**src/rtl/rob_dispatch_alloc.sv**
```systemverilog
// rob_dispatch_alloc: dispatch-side ROB slot allocator for a single-issue ROB.
// Accepts one decoded instruction per cycle over a valid/ready handshake. The
// accepted instruction is assigned the tail slot and written into the ROB one
// cycle later. Occupancy is tracked from commit pulses, and decode is stalled
// while the ROB is full.
// Optional feature macro: ROB_ALLOC_PERF_EN adds full_stall_cnt_o, a 32-bit
// count of cycles in which decode was held off by a full ROB.
module rob_dispatch_alloc #(
   parameter int unsigned ROB_NUM  = 64,
   parameter int unsigned ROB_SEL  = 6,
   parameter int unsigned ADDR_LEN = 32,
   parameter int unsigned REG_SEL  = 5
) (
   input  logic                clk_i,
   input  logic                reset_ni,
   input  logic                dec_valid_i,
   output logic                dec_ready_o,
   input  logic [ADDR_LEN-1:0] dec_pc_i,
   input  logic                dec_dstvalid_i,
   input  logic [REG_SEL-1:0]  dec_dst_i,
   input  logic                rs_ready_i,
   input  logic                commit_1_i,
   output logic                dp1_o,
   output logic [ROB_SEL-1:0]  dp1_addr_o,
   output logic [ADDR_LEN-1:0] pc_dp1_o,
   output logic                dstvalid_dp1_o,
   output logic [REG_SEL-1:0]  dst_dp1_o,
   output logic [ROB_SEL:0]    rob_count_o,
   output logic                rob_full_o,
   output logic                rob_empty_o,
   output logic [ROB_SEL-1:0]  head_ptr_o
`ifdef ROB_ALLOC_PERF_EN
   ,
   output logic [31:0]         full_stall_cnt_o
`endif
);

   localparam int unsigned CNT_W = ROB_SEL + 1;
   localparam logic [CNT_W-1:0] COUNT_FULL = CNT_W'(ROB_NUM);

   logic [ROB_SEL-1:0]  tail_q, tail_d;
   logic [ROB_SEL-1:0]  head_q, head_d;
   logic [CNT_W-1:0]    count_q, count_d;

   logic                dp1_q, dp1_d;
   logic [ROB_SEL-1:0]  addr_q, addr_d;
   logic [ADDR_LEN-1:0] pc_q, pc_d;
   logic                dstvalid_q, dstvalid_d;
   logic [REG_SEL-1:0]  dst_q, dst_d;

   logic                full;
   logic                empty;
   logic                accept;
   logic                commit_eff;

   // Handshake and status decode from registered occupancy only.
   always_comb begin
      full        = (count_q == COUNT_FULL);
      empty       = (count_q == '0);
      dec_ready_o = rs_ready_i & ~full;
      accept      = dec_valid_i & dec_ready_o;
      // A commit against an empty ROB is dropped so count never underflows.
      commit_eff  = commit_1_i & ~empty;
   end

   // Next-state for pointers, occupancy and the registered dispatch write.
   always_comb begin
      tail_d     = tail_q;
      head_d     = head_q;
      count_d    = count_q;
      dp1_d      = 1'b0;
      addr_d     = addr_q;
      pc_d       = pc_q;
      dstvalid_d = dstvalid_q;
      dst_d      = dst_q;

      if (accept) begin
         dp1_d      = 1'b1;
         addr_d     = tail_q;
         pc_d       = dec_pc_i;
         dstvalid_d = dec_dstvalid_i;
         dst_d      = dec_dst_i;
         // Power-of-two depth: natural overflow gives the 63->0 wrap.
         tail_d     = tail_q + ROB_SEL'(1);
      end

      if (commit_eff) begin
         head_d = head_q + ROB_SEL'(1);
      end

      unique case ({accept, commit_eff})
         2'b10:   count_d = count_q + CNT_W'(1);
         2'b01:   count_d = count_q - CNT_W'(1);
         default: count_d = count_q;
      endcase
   end

   // State registers; reset drops any in-flight dispatch write.
   always_ff @(posedge clk_i or negedge reset_ni) begin
      if (!reset_ni) begin
         tail_q     <= '0;
         head_q     <= '0;
         count_q    <= '0;
         dp1_q      <= 1'b0;
         addr_q     <= '0;
         pc_q       <= '0;
         dstvalid_q <= 1'b0;
         dst_q      <= '0;
      end else begin
         tail_q     <= tail_d;
         head_q     <= head_d;
         count_q    <= count_d;
         dp1_q      <= dp1_d;
         addr_q     <= addr_d;
         pc_q       <= pc_d;
         dstvalid_q <= dstvalid_d;
         dst_q      <= dst_d;
      end
   end

   // Output mapping straight from registers.
   always_comb begin
      dp1_o          = dp1_q;
      dp1_addr_o     = addr_q;
      pc_dp1_o       = pc_q;
      dstvalid_dp1_o = dstvalid_q;
      dst_dp1_o      = dst_q;
      rob_count_o    = count_q;
      rob_full_o     = full;
      rob_empty_o    = empty;
      head_ptr_o     = head_q;
   end

`ifdef ROB_ALLOC_PERF_EN
   logic [31:0] stall_cnt_q, stall_cnt_d;

   // Count cycles where decode has work but the ROB is full; wraps at 2^32.
   always_comb begin
      stall_cnt_d = stall_cnt_q;
      if (dec_valid_i && full) begin
         stall_cnt_d = stall_cnt_q + 32'd1;
      end
   end

   // Stall counter register.
   always_ff @(posedge clk_i or negedge reset_ni) begin
      if (!reset_ni) begin
         stall_cnt_q <= '0;
      end else begin
         stall_cnt_q <= stall_cnt_d;
      end
   end

   assign full_stall_cnt_o = stall_cnt_q;
`endif

`ifndef SYNTHESIS
   // Flag illegal commits against an empty ROB and pointer/count drift.
   always_ff @(posedge clk_i) begin
      if (reset_ni) begin
         if (commit_1_i && empty) begin
            $error("rob_dispatch_alloc: commit_1_i asserted while ROB is empty");
         end
         if (tail_q != ROB_SEL'(head_q + count_q[ROB_SEL-1:0])) begin
            $error("rob_dispatch_alloc: tail/head/count invariant broken");
         end
         if (count_q > COUNT_FULL) begin
            $error("rob_dispatch_alloc: occupancy above ROB_NUM");
         end
      end
   end
`endif

endmodule

```
**config.mk**
```make
export PLATFORM = sky130hd
export DESIGN_NAME = rob_dispatch_alloc
export DESIGN_NICKNAME = d
export VERILOG_FILES = /design/src/rtl/rob_dispatch_alloc.sv
export SDC_FILE = /design/constraint.sdc
export NUM_CORES = 1
export LEC_CHECK = 0
export BUFFER_PORTS_ARGS = -buffer_cell sky130_fd_sc_hd__buf_4
export CAP_MARGIN = 5
export CORE_MARGIN = 8
export CORE_UTILIZATION = 45
export CTS_CLUSTER_SIZE = 24
export DETAILED_ROUTE_END_ITERATION = 10
export PLACE_DENSITY = 0.76
export SYNTH_ARGS = -nofsm -noshare
export SYNTH_HDL_FRONTEND = slang
export SYNTH_SLANG_ARGS = --single-unit
```
**constraint.sdc**
```tcl
create_clock -name clk_i -period 2.6 [get_ports clk_i]
set_input_delay 0.39 -clock clk_i [delete_from_list [all_inputs] [get_ports clk_i]]
set_output_delay 0.39 -clock clk_i [all_outputs]
set_load 0.02 [all_outputs]
```
==> flow_summary.json <==
{
  "powerDensity_nw_per_um2": 1050,
  "rows": 29,
  "r2r_end": "rob_count_o[6]",
  "synth_edf_count": 0,
  "crit_required_ps": 2850,
  "cpMaxStageDelayCell": "dfrtp_2",
  "min_path_type": "input port to async pin",
  "drt_iter0_drc": 41,
  "synth.net_count": 250,
  "utilization_pct": 63.9,
  "yosysUniqueCellTypes": 36,
  "power_mw": 4.27,
  "combPwrFrac_pct": 43.6,
  "yosysTopAreaCell": "dfrtp_1",
  "setup_viol": 0,
  "cp_max_fo": 6,
  "viasPerCell": 4.96,
  "pwr-share-clk_pct": 18.7,
  "fmax_mhz": 402,
  "grt.total_usage_pct": 13.8,
  "drive_gt1_share_pct": 58.2,
  "cts_buffers": 9,
  "layoutNonFillerInstCount": 395,
  "p_int_mw": 2.72,
  "p_sw_share_pct": 36.1,
  "r2r_slack_ps": 110,
  "slowest_delay_ps": 440,
  "nets": 365,
  "yosysWarnings": 0,
  "clock_sinks": 64,
  "yosysMostFrequentCell": "dfrtp_1",
  "worstMarginPinSlew_ps": 866,
  "areaGrowthSynthToFinish_pct": 36.7,
  "vias": 1960,
  "fin_worst_skew_ps": 7.03,
  "slew_headroom_pct": 42.3,
  "ys_async_sr_fraction_pct": 100,
  "die_area_um2": 9450,
  "seqPwrFrac_pct": 37.7,
  "grt.overflow.total": 0,
  "diodes": 0,
  "power.switching_mw": 1.54,
  "synthCells": 198,
  "hold_violations": 0,
  "reg2reg_depth": 10,
  "post-route-period-util_pct": 95.6,
  "netlist_top_cells_count": "dfrtp_1, mux2_4, ha_1, nand2_1, xor2_1",
  "worstSkewPairLatency_ps": 320,
  "clkTransAtPathRegs_ps": 70,
  "max-clock-path-buffers": 2,
  "cap_violations": 0,
  "synth-main-ff-cell": "dfrtp_1",
  "cp-end-kind": "register",
  "grt_start_max_net_pins": 65,
  "dp_hpwl_um": 4860,
  "start_util_pct": 46.7,
  "setup_tns_ps": 0,
  "cp-start-kind": "register",
  "portBuffers": 103,
  "worst-endpoint-arrival_ps": 2730,
  "drc": 0,
  "firstDrtPassIters": 4,
  "root_buffer": "clkbuf_8",
  "critPathKind": "register to register",
  "ys_ff_latch": 64,
  "synth.yosys.seq_area_share_pct": 54.0,
  "h-tree-depth": 3,
  "cp_cell_sequence": "nor4_4, and3b_2, nor2b_4, ha_4, clkbuf_2, ha_1, o21ai_1, a21o_1, a211oi_2, xnor2_1",
  "antenna_left": 0,
  "antenna_found_initial": 0,
  "place_congestion": 0.850,
  "startpoint": "rob_count_o[2]",
  "synth.top_cell.area_share_pct": 54.0,
  "rsz0062_at_grt": "no",
  "status": "finished, final reports clean",
  "fp.coreArea_um2": 6350,
  "grt_pass1_wl_um": 10600,
  "max-vdd-ir-drop_v": 0.000684,
  "period_needed_ps": 2490,
  "dpl.cell_count": 376,
  "drv_slew": 0,
  "wl_per_cell_um": 16.9,
  "io_pins": 104,
  "grt_pass1_vias": 2083,
  "rr_startpoint": "rob_count_o[2]",
  "die_h_um": 97.2,
  "finalWirelength_um": 6660,
  "syn_area_per_cell_um2": 15.0,
  "synth_area_leaders": "dfrtp_1, mux2_4, ha_1",
  "cts_tree": "done",
  "p_leak_nw": 2.00,
  "synth_area_um2": 2970,
  "die_w_um": 97.2,
  "cts-hold-fix-buffers": 0
}
## worst max-delay path: cells and delay by family, from the launching register on
family | cells | cell delay (ps)
adder cells (fa/ha/maj) | 2 | 540
AND/OR/NAND/NOR | 3 | 620
flip-flops | 1 | 440
XOR/XNOR | 1 | 140
AO/OA/AOI/OAI | 3 | 530
buffers and inverters | 1 | 150
## cell families after synthesis
family          after synthesis  share of synthesized area, %
compound gates               18                          4.51
xor+xnor                     14                          4.13
simple gates                 34                          6.96
mux                          47                          23.4
buf+inv                      12                          3.04
flops                        64                          54.0
fa+ha+maj                     9                          4.05
## worst max-delay path by stage
stage | end | slack, ps
after global placement | rob_count_o[5] | 160
after floorplan | rob_count_o[6] | 5
final | rob_count_o[6] | 110
after CTS | rob_count_o[5] | 60
after detailed placement | rob_count_o[5] | 70
after global routing | rob_count_o[5] | 20
## per-layer routing
metal  track usage (%)  routed length [µm]  vias up
met5                 0                   0        -
li1                  -                   -      928
met3              4.27                 376       11
met2              22.1                3330       60
met1              16.2                2830      961
met4              7.46                 114        0
## final cells by class
class | count | area (µm²)
Clock buffer | 13 | 139
Tap cell | 77 | 96.3
Inverter | 5 | 18.8
Sequential cell | 64 | 1600
Fill cell | 483 | 2290
Timing Repair Buffer | 111 | 831
Multi-Input combinational cell | 122 | 1330
Clock inverter | 3 | 42.5
## power by group through the flow
stage,clock [mW],sequential (mW),combinational (mW)
floorplan,0,1.90,0.822
global placement,0,1.61,1.81
detailed placement,0,1.63,1.85
CTS,0.829,1.61,1.85
global route,0.869,1.65,2.00
finish,0.798,1.61,1.86
## registers in the layout, summed over array words and instances (netlist names)
register and flops:
dp1_addr_o 6, dp1_o 1, dst_dp1_o 5, dstvalid_dp1_o 1, head_ptr_o 6, pc_dp1_o 32, rob_count_o 7, tail_q 6
## per-stage QoR
stage	hold slack [ps]	worst slack (ps)	instance area [µm²]
3_3_place_gp	464	160	3850
3_5_place_dp	484	72.2	3850
6_report	139	114	4060
2_1_floorplan	94.4	4.93	3020
5_1_grt	215	15.3	4060
4_1_cts	160	55.0	4040
## timing repair
item / in CTS / in global routing
buffers inserted: 0 / 3
setup endpoints to repair: 0 / 2
gates resized for setup: 0 / 3
## cells in the final DEF, fill, tap and decap left out, types with 2 or more instances in the layout
master,Yosys,layout
xor2_1,8,8
ha_1,8,6
nand2b_1,3,2
mux2_2,2,2
a21oi_1,2,2
xnor2_1,6,6
nor3_1,3,3
a211oi_2,0,2
nand2_1,8,8
ha_4,0,2
o21ai_0,5,4
dfrtp_1,64,62
inv_1,5,4
buf_4,0,110
nand4_1,4,4
dfrtp_2,0,2
a211oi_1,5,3
mux2_4,44,44
clkbuf_1,1,4
nor2_1,5,5
clkbuf_8,0,9
Note: power is estimated with default switching activity, not from simulation.
